==> config.mk <==
export PLATFORM = sky130hd
export DESIGN_NAME = position_filter_flat
export DESIGN_NICKNAME = d
export VERILOG_FILES = /design/src/rtl/position_filter_if.sv /design/src/rtl/position_filter.sv /design/src/flat_wrapper.sv
export SDC_FILE = /design/constraint.sdc
export NUM_CORES = 1
export LEC_CHECK = 0
export BUFFER_PORTS_ARGS = -buffer_cell sky130_fd_sc_hd__buf_4
export CELL_PAD_IN_SITES_DETAIL_PLACEMENT = 0
export CELL_PAD_IN_SITES_GLOBAL_PLACEMENT = 2
export CORE_MARGIN = 4
export CORE_UTILIZATION = 25
export DETAILED_ROUTE_END_ITERATION = 8
export GPL_TIMING_DRIVEN = 0
export HOLD_SLACK_MARGIN = 0.08
export PLACE_DENSITY_LB_ADDON = 0.2
export SLEW_MARGIN = 40
export SYNTH_ARGS = -nofsm -noshare
export SYNTH_HDL_FRONTEND = slang
export SYNTH_SLANG_ARGS = --single-unit
==> constraint.sdc <==
create_clock -name clk -period 3.92 [get_ports clk]
set_input_delay 0.392 -clock clk [delete_from_list [all_inputs] [get_ports clk]]
set_output_delay 0.392 -clock clk [all_outputs]
set_load 0.02 [all_outputs]
==> src/rtl/position_filter_if.sv <==
// Frame-rate centroid bus between the colour-detection stage and the position filter.
// The producer drives vsync and the centroid; the filter returns averages and status.
interface position_filter_if;
  logic               vsync_in;
  logic signed [31:0] x_in;
  logic signed [31:0] y_in;
  logic [9:0]         x_avg;
  logic [9:0]         y_avg;
  logic               pos_valid;
  logic               track_lost;
  logic               flap;

  modport master (
    output vsync_in, x_in, y_in,
    input  x_avg, y_avg, pos_valid, track_lost, flap
  );

  modport slave (
    input  vsync_in, x_in, y_in,
    output x_avg, y_avg, pos_valid, track_lost, flap
  );
endinterface

==> src/rtl/position_filter.sv <==
// Per-frame centroid averaging over a DEPTH-frame ring, track-loss detection and
// flap detection on fast upward motion of the averaged y position.
//
// state  | meaning
// IDLE   | wait for a synchronized vsync rising edge
// SAMPLE | capture and range-check the centroid
// UPDATE | push the sample into the ring or count a miss (flush on loss)
// DECIDE | register averages, status flags and the flap pulse
module position_filter #(
  parameter int DEPTH       = 4,
  parameter int X_MAX       = 320,
  parameter int Y_MAX       = 240,
  parameter int LOST_FRAMES = 8,
  parameter int FLAP_DELTA  = 12,
  parameter int COOLDOWN    = 3
) (
  input logic               clk,
  input logic               reset,
  position_filter_if.slave  bus
);
  localparam int AW     = $clog2(DEPTH);
  localparam int SUM_W  = 10 + AW;
  localparam int CNT_W  = AW + 1;
  localparam int MISS_W = $clog2(LOST_FRAMES + 1);
  localparam int CD_W   = (COOLDOWN > 0) ? $clog2(COOLDOWN + 1) : 1;

  localparam logic [CNT_W-1:0]  FULL    = CNT_W'(DEPTH);
  localparam logic [MISS_W-1:0] LOST    = MISS_W'(LOST_FRAMES);
  localparam logic [CD_W-1:0]   CD_LOAD = CD_W'(COOLDOWN);
  localparam logic [9:0]        FLAP_D  = 10'(FLAP_DELTA);

  typedef enum logic [1:0] {IDLE, SAMPLE, UPDATE, DECIDE} state_t;

  state_t             state;
  logic [2:0]         vs_sync;
  logic               frame_evt;
  logic [9:0]         smp_x, smp_y;
  logic               smp_ok;
  logic [9:0]         ring_x [DEPTH];
  logic [9:0]         ring_y [DEPTH];
  logic [AW-1:0]      wr_ptr;
  logic [CNT_W-1:0]   count;
  logic [SUM_W-1:0]   sum_x, sum_y;
  logic [MISS_W-1:0]  miss;
  logic [CD_W-1:0]    cooldown;

  logic               sample_ok;
  logic [9:0]         evict_x, evict_y;
  logic [MISS_W-1:0]  miss_inc;
  logic [9:0]         y_new;
  logic               window_full;
  logic               flap_ok;

  // vs_sync[1] is the synchronized vsync, vs_sync[2] its previous value
  assign frame_evt = vs_sync[1] & ~vs_sync[2];

  always_comb begin
    sample_ok   = (bus.x_in >= 0) && (bus.x_in < X_MAX) &&
                  (bus.y_in >= 0) && (bus.y_in < Y_MAX);
    window_full = (count == FULL);
    evict_x     = window_full ? ring_x[wr_ptr] : '0;
    evict_y     = window_full ? ring_y[wr_ptr] : '0;
    miss_inc    = (miss == LOST) ? miss : miss + 1'b1;
    y_new       = sum_y[AW +: 10];
    // unsigned step: only an upward move (y shrinking) can qualify
    flap_ok     = bus.pos_valid && window_full && (bus.y_avg >= y_new) &&
                  ((bus.y_avg - y_new) >= FLAP_D) && (cooldown == '0);
  end

  always_ff @(posedge clk) begin
    if (reset) begin
      state          <= IDLE;
      vs_sync        <= '0;
      smp_x          <= '0;
      smp_y          <= '0;
      smp_ok         <= 1'b0;
      for (int i = 0; i < DEPTH; i++) begin
        ring_x[i] <= '0;
        ring_y[i] <= '0;
      end
      wr_ptr         <= '0;
      count          <= '0;
      sum_x          <= '0;
      sum_y          <= '0;
      miss           <= '0;
      cooldown       <= '0;
      bus.x_avg      <= '0;
      bus.y_avg      <= '0;
      bus.pos_valid  <= 1'b0;
      bus.track_lost <= 1'b0;
      bus.flap       <= 1'b0;
    end else begin
      vs_sync  <= {vs_sync[1:0], bus.vsync_in};
      bus.flap <= 1'b0;
      case (state)
        IDLE: if (frame_evt) state <= SAMPLE;
        SAMPLE: begin
          smp_x  <= bus.x_in[9:0];
          smp_y  <= bus.y_in[9:0];
          smp_ok <= sample_ok;
          state  <= UPDATE;
        end
        UPDATE: begin
          if (smp_ok) begin
            ring_x[wr_ptr] <= smp_x;
            ring_y[wr_ptr] <= smp_y;
            wr_ptr         <= wr_ptr + 1'b1;
            sum_x          <= sum_x + SUM_W'(smp_x) - SUM_W'(evict_x);
            sum_y          <= sum_y + SUM_W'(smp_y) - SUM_W'(evict_y);
            count          <= window_full ? count : count + 1'b1;
            miss           <= '0;
          end else begin
            miss <= miss_inc;
            if (miss_inc == LOST) begin
              count    <= '0;
              sum_x    <= '0;
              sum_y    <= '0;
              wr_ptr   <= '0;
              cooldown <= '0;
            end
          end
          state <= DECIDE;
        end
        DECIDE: begin
          if (window_full) begin
            bus.x_avg <= sum_x[AW +: 10];
            bus.y_avg <= y_new;
          end
          bus.pos_valid  <= window_full;
          bus.track_lost <= (miss == LOST);
          bus.flap       <= flap_ok;
          if (flap_ok)               cooldown <= CD_LOAD;
          else if (cooldown != '0)   cooldown <= cooldown - 1'b1;
          state <= IDLE;
        end
        default: state <= IDLE;
      endcase
    end
  end
endmodule
==> src/flat_wrapper.sv <==
// flat-port wrapper written by rule: the top's interface ports become plain ports
module position_filter_flat 
#(
  parameter int DEPTH       = 4,
  parameter int X_MAX       = 320,
  parameter int Y_MAX       = 240,
  parameter int LOST_FRAMES = 8,
  parameter int FLAP_DELTA  = 12,
  parameter int COOLDOWN    = 3
)
  (clk, reset, bus_vsync_in, bus_x_in, bus_y_in, bus_x_avg, bus_y_avg, bus_pos_valid, bus_track_lost, bus_flap);
  position_filter_if bus_i ();
  input logic clk;
  input logic reset;
  input wire logic [$bits(bus_i.vsync_in)-1:0] bus_vsync_in;
  input wire logic [$bits(bus_i.x_in)-1:0] bus_x_in;
  input wire logic [$bits(bus_i.y_in)-1:0] bus_y_in;
  output wire logic [$bits(bus_i.x_avg)-1:0] bus_x_avg;
  output wire logic [$bits(bus_i.y_avg)-1:0] bus_y_avg;
  output wire logic [$bits(bus_i.pos_valid)-1:0] bus_pos_valid;
  output wire logic [$bits(bus_i.track_lost)-1:0] bus_track_lost;
  output wire logic [$bits(bus_i.flap)-1:0] bus_flap;
  assign bus_i.vsync_in = bus_vsync_in;
  assign bus_i.x_in = bus_x_in;
  assign bus_i.y_in = bus_y_in;
  assign bus_x_avg = bus_i.x_avg;
  assign bus_y_avg = bus_i.y_avg;
  assign bus_pos_valid = bus_i.pos_valid;
  assign bus_track_lost = bus_i.track_lost;
  assign bus_flap = bus_i.flap;
  position_filter #(.DEPTH(DEPTH), .X_MAX(X_MAX), .Y_MAX(Y_MAX), .LOST_FRAMES(LOST_FRAMES), .FLAP_DELTA(FLAP_DELTA), .COOLDOWN(COOLDOWN)) u_core (.clk(clk), .reset(reset), .bus(bus_i));
endmodule
After elaboration in Yosys (flattened, before gate mapping)
Memories as Yosys holds them, arrays and structs flattened. A register that Yosys moved wholly into a read port is not among the register bits.
Index checks and enable logic that the tools add are counted.
{"block": "op_classes", "add_sub_neg": 9, "magnitude_cmp": 6, "n_eq_ne": 11, "n_mux": 34, "bitwise": 3, "n_reduce_logical": 19}
{"operator": "$ge 32x1->1 const B", "n": 2}
{"operator": "$mux 10", "n": 4}
{"operator": "$mux 12", "n": 3}
{"operator": "$lt 32x10->1 const B", "n": 1}
{"operator": "$lt 32x9->1 const B", "n": 1}
{"operator": "$add 12x10->12", "n": 2}
{"operator": "$mux 2", "n": 12}
{"operator": "$sub 12x10->12", "n": 2}
{"operator": "$reduce_or 10->1", "n": 2}
{"operator": "$ge 10x10->1", "n": 1}
{"operator": "$ge 10x4->1 const B", "n": 1}
{"operator": "$sub 10x10->10", "n": 1}
{"operator": "$mux 3", "n": 3}
{"operator": "$eq 4x4->1 const B", "n": 2}
{"operator": "$mux 1", "n": 8}
{"operator": "$mux 4", "n": 2}
{"operator": "$pmux 2 s4", "n": 1}
{"operator": "$logic_and 1x1->1", "n": 7}
{"operator": "$reduce_bool 2->1", "n": 3}
{"operator": "$add 4x1->4 const B", "n": 1}
{"operator": "$eq 2x2->1 const B", "n": 2}
{"operator": "$logic_not 2->1", "n": 2}
{"operator": "$ne 2x1->1 const B", "n": 2}
{"operator": "$ne 2x2->1 const B", "n": 2}
{"operator": "other kinds (13)", "n": 15}
{"block": "word_totals", "ff_bits": 84, "ramBits": 80, "inputBits": 67, "n_memories": 2}
{"memory": "u_core.ring_x", "depth": 4, "word_bits": 10, "rd": 1, "rd_ports_with_merged_regs": 1, "wr": 4, "line": "position_filter.sv:39", "rtl": "logic [9:0] ring_x [DEPTH];"}
{"memory": "u_core.ring_y", "depth": 4, "word_bits": 10, "rd": 1, "rd_ports_with_merged_regs": 1, "wr": 4, "line": "position_filter.sv:40", "rtl": "logic [9:0] ring_y [DEPTH];"}

Longest topological paths before layout
Gate-level depths: netlist of the first run.
{"block": "depth", "word_depth": 7, "mapped_depth": 16}

Least setup slack after synthesis of the first run
Ideal clock, no wire load.
{"block": "synth_path", "path_type": "reg2reg", "from": "reg with a tool-made name", "to": "reg u_core.sum_x[8]", "setup_time_ns": 0.117, "arrival_ns": 3.380, "slack_ns": 0.424, "stages_incl_launch_ff": 14, "path_buffers": 1, "period_less_slack_ns": 3.496, "cell_sequence": "dfxtp_1 > buf_2 > mux4_2 > nor2b_1 > fa_1 > inv_1 > fa_1 > a21o_1 > a21oi_1 > nor2b_1 > o21a_1 > o41ai_1 > xnor2_1 > a22o_1"}
{"item": "end signal, assigned", "line": "position_filter.sv:108", "rtl": "sum_x <= sum_x + SUM_W'(smp_x) - SUM_W'(evict_x);"}
{"item": "end, declared", "line": "position_filter.sv:43", "rtl": "logic [SUM_W-1:0] sum_x, sum_y;"}

==> results of run 1 <==
-- final timing paths --
check,to,slack (ps),cells after the start
worst min register to register,u_core.vs_sync[2],440,2
worst max register to register,u_core.sum_x[8],190,13
worst max-delay path,u_core.sum_x[8],190,13
worst min-delay path,u_core.vs_sync[0],180,2
-- timing repair --
action,CTS,global route
hold endpoints to repair,0,0
resized for setup,6,6
setup endpoints to repair,4,4
-- per-layer routing --
metal | vias up | GRT usage | part of all wire
met2 | 79 | 0.218 | 0.47
met1 | 3096 | 0.187 | 0.49
met3 | 12 | 0.0185 | 0.026
met4 | 0 | 0.0341 | 0.0096
met5 | - | 0 | 0
li1 | 3271 | - | -
-- critical path, delay by kind of cell (launching register included) --
kind,cells,cell delay [ps]
DFF,1,370
buffers and inverters,2,290
and+or+nand+nor,2,220
adders and majority gates,2,950
xor gates and xnor gates,1,120
AOI/OAI and AO/OA,5,1170
muxes,1,510
-- cell usage after synthesis, types with 2 or more instances --
master | n | area (sq um)
o221ai_1 | 2 | 17.5
nor2b_1 | 24 | 150
nand4b_1 | 4 | 35.0
mux2_2 | 3 | 33.8
a22oi_1 | 9 | 67.6
inv_1 | 117 | 439
nand3_1 | 7 | 35.0
buf_6 | 2 | 22.5
xnor2_1 | 15 | 131
or3_1 | 2 | 12.5
nand3b_1 | 3 | 22.5
edfxtp_1 | 80 | 2400
buf_2 | 4 | 20.0
nand4_1 | 5 | 31.3
a32oi_1 | 2 | 17.5
o21a_1 | 11 | 82.6
a211oi_1 | 7 | 52.6
a21oi_1 | 44 | 220
o21bai_1 | 4 | 30.0
ha_1 | 44 | 551
nor4_1 | 13 | 81.3
xor2_1 | 9 | 78.8
dfxtp_1 | 86 | 1720
or2_2 | 4 | 25.0
nand2b_1 | 6 | 37.5
o21ai_0 | 19 | 95.1
fa_1 | 20 | 400
and2_1 | 2 | 12.5
and2_2 | 2 | 15.0
o41ai_1 | 2 | 17.5
o22ai_1 | 3 | 18.8
mux2i_1 | 21 | 210
buf_1 | 8 | 30.0
nor2_1 | 127 | 477
clkbuf_1 | 23 | 86.3
a21o_1 | 7 | 52.6
a22o_1 | 8 | 70.1
nand2_1 | 85 | 319
o211ai_1 | 3 | 22.5
a31oi_1 | 4 | 25.0
mux4_2 | 20 | 450
nor2b_4 | 2 | 27.5
o221ai_2 | 2 | 30.0
nor3_1 | 14 | 70.1
-- flip-flops by register name, summed over array words and instances, names as in the netlist, 3 cells and up, named ones only --
register          count
u_core.ring_x        40
u_core.ring_y        40
u_core.sum_x         12
u_core.sum_y         12
u_core.bus.x_avg     10
u_core.bus.y_avg     10
u_core.smp_x         10
u_core.smp_y         10
u_core.miss           4
u_core.count          3
u_core.vs_sync        3
-- cell families (layout without fill, tap and decap cells) --
family	after synthesis	in the layout
and+or+nand+nor	306	306
DFF	166	166
buffers and inverters	154	276
AOI/OAI and AO/OA	136	136
adders and majority gates	64	64
muxes	44	44
xor gates and xnor gates	24	24
-- where the power goes --
| part | leakage, uW | switching (uW) | internal [uW] |
|---|---|---|---|
| registers | 0.00145 | 81.4 | 1920 |
| logic | 0.00241 | 824 | 674 |
| clock network | 0.000276 | 730 | 941 |
-- stage by stage --
stage / hold slack, ps / power, uW
after floorplan: 405 / 3140
after detailed placement: 439 / 3550
final: 175 / 5170
after global routing: 171 / 5490
after global placement: 439 / 3550
after CTS: 151 / 5240
-- layout make-up --
cell class              count  area [sq um]  share of cell area
clock inverters            12           130              0.0121
flip-flops and latches    166          4120               0.383
plain buffers              37           183              0.0170
well taps                 455           569              0.0529
multi-input cells         574          4200               0.390
repair buffers             90           687              0.0638
inverters                 117           439              0.0408
clock buffers              20           437              0.0406
==> reports/metrics.yaml, run 1 <==
worst_hold_path:
  hold_path_class: "input pin to flip-flop"
  worstHoldStart: "bus_vsync_in"
drt:
  ant_nets: 0
  drtPass1Iterations: 5
  routed_wl_um: 25500
  viasPerCell: 4.39
  drt_iter0_drc: 286
  drc: 0
  via_count: 6458
  wire_per_inst_um: 17.3
synthesis:
  synth-xor-area-share: 0.0237
  synthCells: 894
  yosys_warnings: 0
  synth_top_family_by_area: "simple AND/OR/NAND/NOR gates"
  synth-async-reset-ratio: 0
  syn_area_per_cell_sq_um: 9.94
  synth_ff_type: "dfxtp_1"
  yosys.area_share.simple: 0.157
  ys_seq_area_frac: 0.464
  synth_edf_count: 80
  syn_nets: 1025
  synth_compound_area_frac: 0.103
  synth_seq_cells: 166
  synthesis.area_sq_um: 8890
  yosys-mux-area-fraction: 0.0781
  synthDistinctLibCells: 59
  synth_adder_area_share: 0.107
placed_design:
  dp_slack_ps: -160
  numPlacedInstances: 1439
  routabilityCongestion: 0.739
  hpwl_um: 19100
  post_dp_cell_area_sq_um: 10200
  numPortBuffers: 88
sta:
  final_max_slew_viol_count: 0
  setup_slack_ps: 185
  skew_ps: 11.2
  slew-limit-headroom: 0.430
  setup_viol: 0
  rsz0062_at_grt: "no"
  fin_crit_ps: 3730
  final.setup.tns_ps: 0
  max_freq_mhz: 268
  hold_violations: 0
  finalCritPeriodShare: 0.953
  worstMarginPinSlew_ps: 855
finish:
  fill_cells: 3656
  layout-drive-gt1-share: 0.171
  insertedDiodeCount: 0
  finalNonFillerCells: 1471
  layout_common_cells: "nor2_1, inv_1, buf_4, dfxtp_1, nand2_1"
  syn2layout_area_growth_pct: 21.2
  utilization: 0.309
  final_cell_area_sq_um: 10800
  layout.nets: 1134
  layout_commonest_cell: "nor2_1"
critical_path:
  critical_path_class: "flip-flop to flip-flop"
  cp.required_ps: 4240
  slowest_stage: "mux4_2"
  crit_fanout: 10
  cp.arrival_ps: 4060
  cp-end-kind: "flip-flop"
  slowest_delay_ps: 510
  crit_chain: "buf_6, mux4_2, nor2b_1, fa_1, inv_1, fa_1, a21o_1, a21oi_1, nor2b_1, o21a_1, o41ai_1, xnor2_1, a22o_1"
  start_kind: "flip-flop"
die:
  ios: 90
  fp.dieH_um: 197
  start_util: 0.255
  dieArea_sq_um: 38600
  core.rowCount: 68
  core_area_sq_um: 34800
  die_width_um: 197
clock_tree:
  hold_buffers: 0
  clk_pin_slew_ps: 70
  cts.sinks: 166
  clock_latency_ps: 430
  clock_path_buffers: 2
  cts_tree: "done"
  cts-root-buf: "clkbuf_16"
  cts_made_buffers: 17
  cts_setup_buffers: 0
  htree_num_levels: 4
global_route:
  grt_pass1_wl_um: 39600
  first_global_vias: 6631
  grt_max_degree: 21
  antenna_found_initial: 0
  grt_usage: 0.133
  grt-ovfl-total: 0
power:
  p_leak_uw: 0.00414
  ir_drop_v: 0.000259
  power.density_nw_per_um2: 480
run:
  maxCapViolCount: 0
outcome:
  outcome: "complete, no violations"
Note: power is estimated with default switching activity, not from simulation.
==> run 2, diff against run 1 <==
ABC_AREA = 1   (was not set)
==> run 2 against run 1 <==
Against the previous run: register-to-register slack improved by 240 ps; die area rose by 3.3%; clock-buffer cell count fell by 1; clock power barely moved.
==> reports/metrics.yaml, run 2 <==
drt:
  wire_per_inst_um: 17.6
  ant_nets: 0
  routed_wl_um: 29900
  via_count: 7629
  drt_iter0_drc: 296
  drtPass1Iterations: 5
  drc: 0
  viasPerCell: 4.50
clock_tree:
  clock_latency_ps: 430
  cts_setup_buffers: 0
  clk_pin_slew_ps: 70
  cts-root-buf: "clkbuf_16"
  cts_tree: "done"
  clock_path_buffers: 2
  htree_num_levels: 4
  hold_buffers: 0
  cts_made_buffers: 17
  cts.sinks: 166
critical_path:
  cp.required_ps: 4200
  cp-end-kind: "flip-flop"
  cp_num_buf_inv: 4
  reg2reg_slack_ps: 430
  crit_end: "u_core.sum_y[9]"
  slowest_delay_ps: 490
  path_delay_family: "compound AO/OA/AOI/OAI gates"
  start_kind: "flip-flop"
  cp.arrival_ps: 3770
  slowest_stage: "fa_1"
  crit_chain: "clkbuf_1, inv_1, clkbuf_1, o21ai_0, a21oi_1, fa_1, inv_1, ha_1, nand2_1, o21ai_0, a21o_1, a31oi_1, or2_2, nand3_1, a21oi_1"
  critical_path_class: "flip-flop to flip-flop"
  crit_fanout: 10
  reg2reg_to: "u_core.sum_y[9]"
  worst-path-stages: 15
  ff2ff_path_depth: 15
sta:
  skew_ps: 16.1
  setup_viol: 0
  final.setup.tns_ps: 0
  fin_crit_ps: 3490
  finalCritPeriodShare: 0.892
  worstMarginPinSlew_ps: 743
  slew-limit-headroom: 0.504
  rsz0062_at_grt: "no"
  final_max_slew_viol_count: 0
  hold_violations: 0
  max_freq_mhz: 286
die:
  ios: 90
  die_width_um: 200
  start_util: 0.256
  core_area_sq_um: 35900
  dieArea_sq_um: 39900
  fp.dieH_um: 200
  core.rowCount: 69
synthesis:
  synthCells: 1115
  synthDistinctLibCells: 44
  synth_top_area_share: 0.261
  synth_ff_type: "dfxtp_1"
  synthTopCellsByCount: "nor2_1, inv_1, nand2_1"
  ys_seq_area_frac: 0.449
  syn_area_per_cell_sq_um: 8.24
  synthTopCellsByArea: "edfxtp_1, dfxtp_1, nor2_1"
  synth-async-reset-ratio: 0
  synth_edf_count: 80
  yosys_warnings: 0
  syn_nets: 1246
  synth_seq_cells: 166
  yosys.area.top_type: "edfxtp_1"
  synthesis.area_sq_um: 9190
  synth.most_common_cell: "nor2_1"
finish:
  layout_common_cells: "nor2_1, inv_1, nand2_1, a21oi_1, buf_4"
  utilization: 0.308
  insertedDiodeCount: 0
  layout-drive-gt1-share: 0.171
  largestRegisters: "u_core.ring_x (40), u_core.ring_y (40)"
  layout_commonest_cell: "nor2_1"
  layout.nets: 1354
  finalNonFillerCells: 1697
  syn2layout_area_growth_pct: 20.3
outcome:
  outcome: "complete, no violations"
global_route:
  grt-ovfl-total: 0
  grt_usage: 0.154
  grt_max_degree: 21
  grt_pass1_wl_um: 46100
  antenna_found_initial: 0
  first_global_vias: 7802
placed_design:
  numPortBuffers: 88
  routabilityCongestion: 0.756
  numPlacedInstances: 1665
  hpwl_um: 22900
power:
  p_leak_uw: 0.00449
  clockPowerShare: 0.306
  combPwrFrac: 0.329
  swShare: 0.366
  seqPwrFrac: 0.365
  power.net_switching_uw: 1980
  p_int_uw: 3440
  power.density_nw_per_um2: 491
  ir_drop_v: 0.000289
worst_hold_path:
  hold_path_class: "input pin to flip-flop"
run:
  maxCapViolCount: 0
-- run 2: cell types whose count changed after synthesis, moves of 29 or more --
cell     previous run  this run
nand3_1             7        53
a21oi_1            44       113
o21ai_0            19        77
inv_1             117       146
nand2_1            85       136
nor2_1            127       171
-- run 2: metal layers --
metal  track usage  share of wire  vias to the layer above
met1         0.204           0.47                     3615
met5             0              0                        -
met3        0.0197          0.020                       21
li1              -              -                     3899
met2         0.269           0.50                       94
met4        0.0314         0.0097                        0
-- run 2: repair_timing --
action	in CTS	in global routing
gates resized for setup	0	12
endpoints found under the setup margin	0	5
endpoints found under the hold margin	0	0
-- run 2: how the worst min path moves through the flow --
stage                                 start  slack [ps]  cells past startpoint           endpoint
after floorplan           u_core.vs_sync[0]         390                      2  u_core.vs_sync[1]
after global placement    u_core.vs_sync[0]         390                      2  u_core.vs_sync[1]
after detailed placement  u_core.vs_sync[0]         400                      2  u_core.vs_sync[1]
after CTS                      bus_vsync_in         150                      3  u_core.vs_sync[0]
after global routing           bus_vsync_in         170                      3  u_core.vs_sync[0]
final                          bus_vsync_in         170                      3  u_core.vs_sync[0]
-- run 2: per-stage QoR --
step / power [uW] / hold slack [ps] / worst slack (ps) / instance area, sq um
after detailed placement: 3830 / 396 / 105 / 10500
final: 5420 / 166 / 425 / 11100
after global placement: 3830 / 392 / -853 / 10400
after global routing: 5850 / 169 / 44.8 / 11100
after floorplan: 3280 / 388 / 926 / 9190
after CTS: 5510 / 148 / 95.4 / 11000
-- run 2: kinds of logic (layout without fill, tap and decap cells) --
family	after synthesis	after routing	share of synthesized area
flops	166	166	0.449
xor+xnor	6	6	0.00654
compound gates	225	225	0.136
simple gates	457	457	0.222
buf+inv	197	318	0.0829
fa+ha+maj	64	64	0.103
-- run 2: power groups by stage --
| stage | clock, uW | sequential [uW] | combinational (uW) |
|---|---|---|---|
| 2_1_floorplan | 0 | 2010 | 1280 |
| 3_3_place_gp | 0 | 2020 | 1820 |
| 3_5_place_dp | 0 | 2020 | 1810 |
| 4_1_cts | 1720 | 1980 | 1820 |
| 5_1_grt | 1790 | 1990 | 2070 |
| 6_report | 1660 | 1980 | 1790 |
-- run 2: final cells by class --
class / count / area [sq um]
fillers: 3929 / 24900
multi-input cells: 752 / 4320
flip-flops and latches: 166 / 4120
repair buffers: 89 / 688
well taps: 461 / 577
inverters: 151 / 567
clock buffers: 19 / 433
plain buffers: 46 / 205
clock inverters: 13 / 138
-- run 2: tightest hold or removal path, cell delays in order --
cell and delay [ps]:
buf_4 70, inv_1 30, nor2_1 70
==> run 3, diff against run 2 <==
CELL_PAD_IN_SITES_DETAIL_PLACEMENT = not set   (was 0)
CELL_PAD_IN_SITES_GLOBAL_PLACEMENT = not set   (was 2)
==> run 3 against run 2 <==
Against the previous run: non-clock buffer count unchanged; critical path depth unchanged; final area about the same; combinational power decreased by 2%; sequential cell count unchanged; maximum frequency decreased by 1.5%.
==> reports/metrics.yaml, run 3 (synthesized netlist as in run 2, its figures left out) <==
outcome:
  outcome: "complete, no violations"
placed_design:
  hpwl_um: 20800
  numPortBuffers: 88
  routabilityCongestion: 0.855
critical_path:
  slowest_stage: "fa_1"
  crit_chain: "inv_1, ha_1, nand2_1, clkbuf_1, a21oi_1, fa_1, inv_1, ha_1, nand2_1, o21ai_0, a21o_1, a31oi_1, or2_2, nand3_1, a21oi_1"
  reg2reg_slack_ps: 370
  ff2ff_path_depth: 15
  reg2reg_to: "u_core.sum_y[9]"
  start_kind: "flip-flop"
  slowest_delay_ps: 520
  reg2reg_from: "u_core.count[0]"
  critical_path_class: "flip-flop to flip-flop"
  cp.arrival_ps: 3830
  cp.required_ps: 4200
  cp-end-kind: "flip-flop"
  crit_fanout: 10
drt:
  highest_layer: "met4"
  drtPass1Iterations: 5
  ant_nets: 0
  drt_iter0_drc: 377
  via_count: 7611
  viasPerCell: 4.48
  wl_met3_um: 962
  routed_wl_um: 28000
  drc: 0
  wl_met2_um: 13400
  wl_met1_um: 13400
  wire_per_inst_um: 16.5
die:
  fp.dieH_um: 200
  ios: 90
  die_width_um: 200
  core.rowCount: 69
  start_util: 0.256
  dieArea_sq_um: 39900
  core_area_sq_um: 35900
sta:
  hold_violations: 0
  fin_crit_ps: 3550
  finalCritPeriodShare: 0.905
  slew-limit-headroom: 0.445
  setup_viol: 0
  worst_hold_slack_ps: 153
  final_max_slew_viol_count: 0
  skew_ps: 16.4
  max_freq_mhz: 282
  worstMarginPinSlew_ps: 832
  rsz0062_at_grt: "no"
worst_hold_path:
  hold_path_class: "input pin to flip-flop"
  whs_endpoint: "u_core.vs_sync[0]"
  worstHoldStart: "bus_vsync_in"
  hold_depth: 3
power:
  clockPowerShare: 0.311
  power.density_nw_per_um2: 490
  p_int_uw: 3460
  p_total_uw: 5410
  combPwrFrac: 0.323
  seqPwrFrac: 0.365
  power.net_switching_uw: 1960
  ir_drop_v: 0.000278
  swShare: 0.362
  p_leak_uw: 0.00448
finish:
  layout_commonest_cell: "nor2_1"
  largestRegisters: "u_core.ring_x (40), u_core.ring_y (40)"
  insertedDiodeCount: 0
  syn2layout_area_growth_pct: 20.3
  seqCellArea_sq_um: 4120
  layout-drive-gt1-share: 0.167
  multi_input_area_sq_um: 4320
  layout_common_cells: "nor2_1, inv_1, nand2_1, a21oi_1, buf_4"
  fill_cells: 3861
  layout.nets: 1354
global_route:
  grt_max_degree: 21
  antenna_found_initial: 0
  grt_usage: 0.143
  grt_pass1_wl_um: 43200
  first_global_vias: 7504
  grt-ovfl-total: 0
clock_tree:
  cts_tree: "done"
  cts.repair.resized: 0
  clk_pin_slew_ps: 70
  htree_num_levels: 4
  hold_buffers: 0
  cts.sinks: 166
  cts-root-buf: "clkbuf_16"
  cts_setup_buffers: 0
  clock_path_buffers: 2
  clock_latency_ps: 440
  cts_made_buffers: 17
run:
  maxCapViolCount: 0
[run 3: changes by cell type in the layout (fill, tap and decap cells not counted), sizes merged]
cell / change
inv: -5
clkinv: +4
clkbuf: +1
[run 3: metal layers]
| metal | vias up | global-route usage |
|---|---|---|
| met5 | - | 0 |
| met4 | 0 | 0.0302 |
| met3 | 19 | 0.0287 |
| met2 | 111 | 0.236 |
| met1 | 3592 | 0.194 |
| li1 | 3889 | - |
[run 3: worst max path at each step]
stage	from	end	slack [ps]
CTS	u_core.count[0]	u_core.sum_x[10]	270
detailed placement	u_core.count[0]	u_core.sum_x[10]	290
global placement	u_core.state[0]	u_core.ring_x[3][0]	-900
finish	u_core.count[0]	u_core.sum_y[9]	370
global route	u_core.count[0]	u_core.sum_y[9]	30
floorplan	u_core.state[0]	u_core.ring_x[3][0]	930
[run 3: power by group through the flow]
stage               logic (uW)  clock network [uW]  registers [uW]
global placement          1740                   0            2010
CTS                       1760                1720            1980
finish                    1750                1680            1980
floorplan                 1280                   0            2010
detailed placement        1750                   0            2020
global route              2020                1790            1990
[run 3: worst max-delay path, delay by kind of cell, from the launching register on]
| family | cells | cell delay, ps |
|---|---|---|
| flops | 1 | 350 |
| compound gates | 5 | 730 |
| simple gates | 4 | 650 |
| buf+inv | 3 | 600 |
| fa+ha+maj | 3 | 1060 |
[run 3: final cells by class]
cell class	count	area share
inverter	151	0.0513
tap	461	0.0522
timing repair buffer	89	0.0623
clock inverter	12	0.0109
multi-input combinational	752	0.391
sequential	166	0.373
buffer	46	0.0179
clock buffer	20	0.0413
[run 3: through the flow]
step / util / TNS [ps] / cells / instance area [sq um] / worst slack (ps)
finish: 0.308 / 0 / 1697 / 11100 / 373
floorplan: - / 0 / 1115 / 9190 / 926
CTS: 0.308 / 0 / 1697 / 11000 / 271
global route: 0.308 / 0 / 1697 / 11100 / 25.7
global placement: 0.290 / -18000 / 1664 / 10400 / -901
detailed placement: 0.292 / 0 / 1665 / 10500 / 293
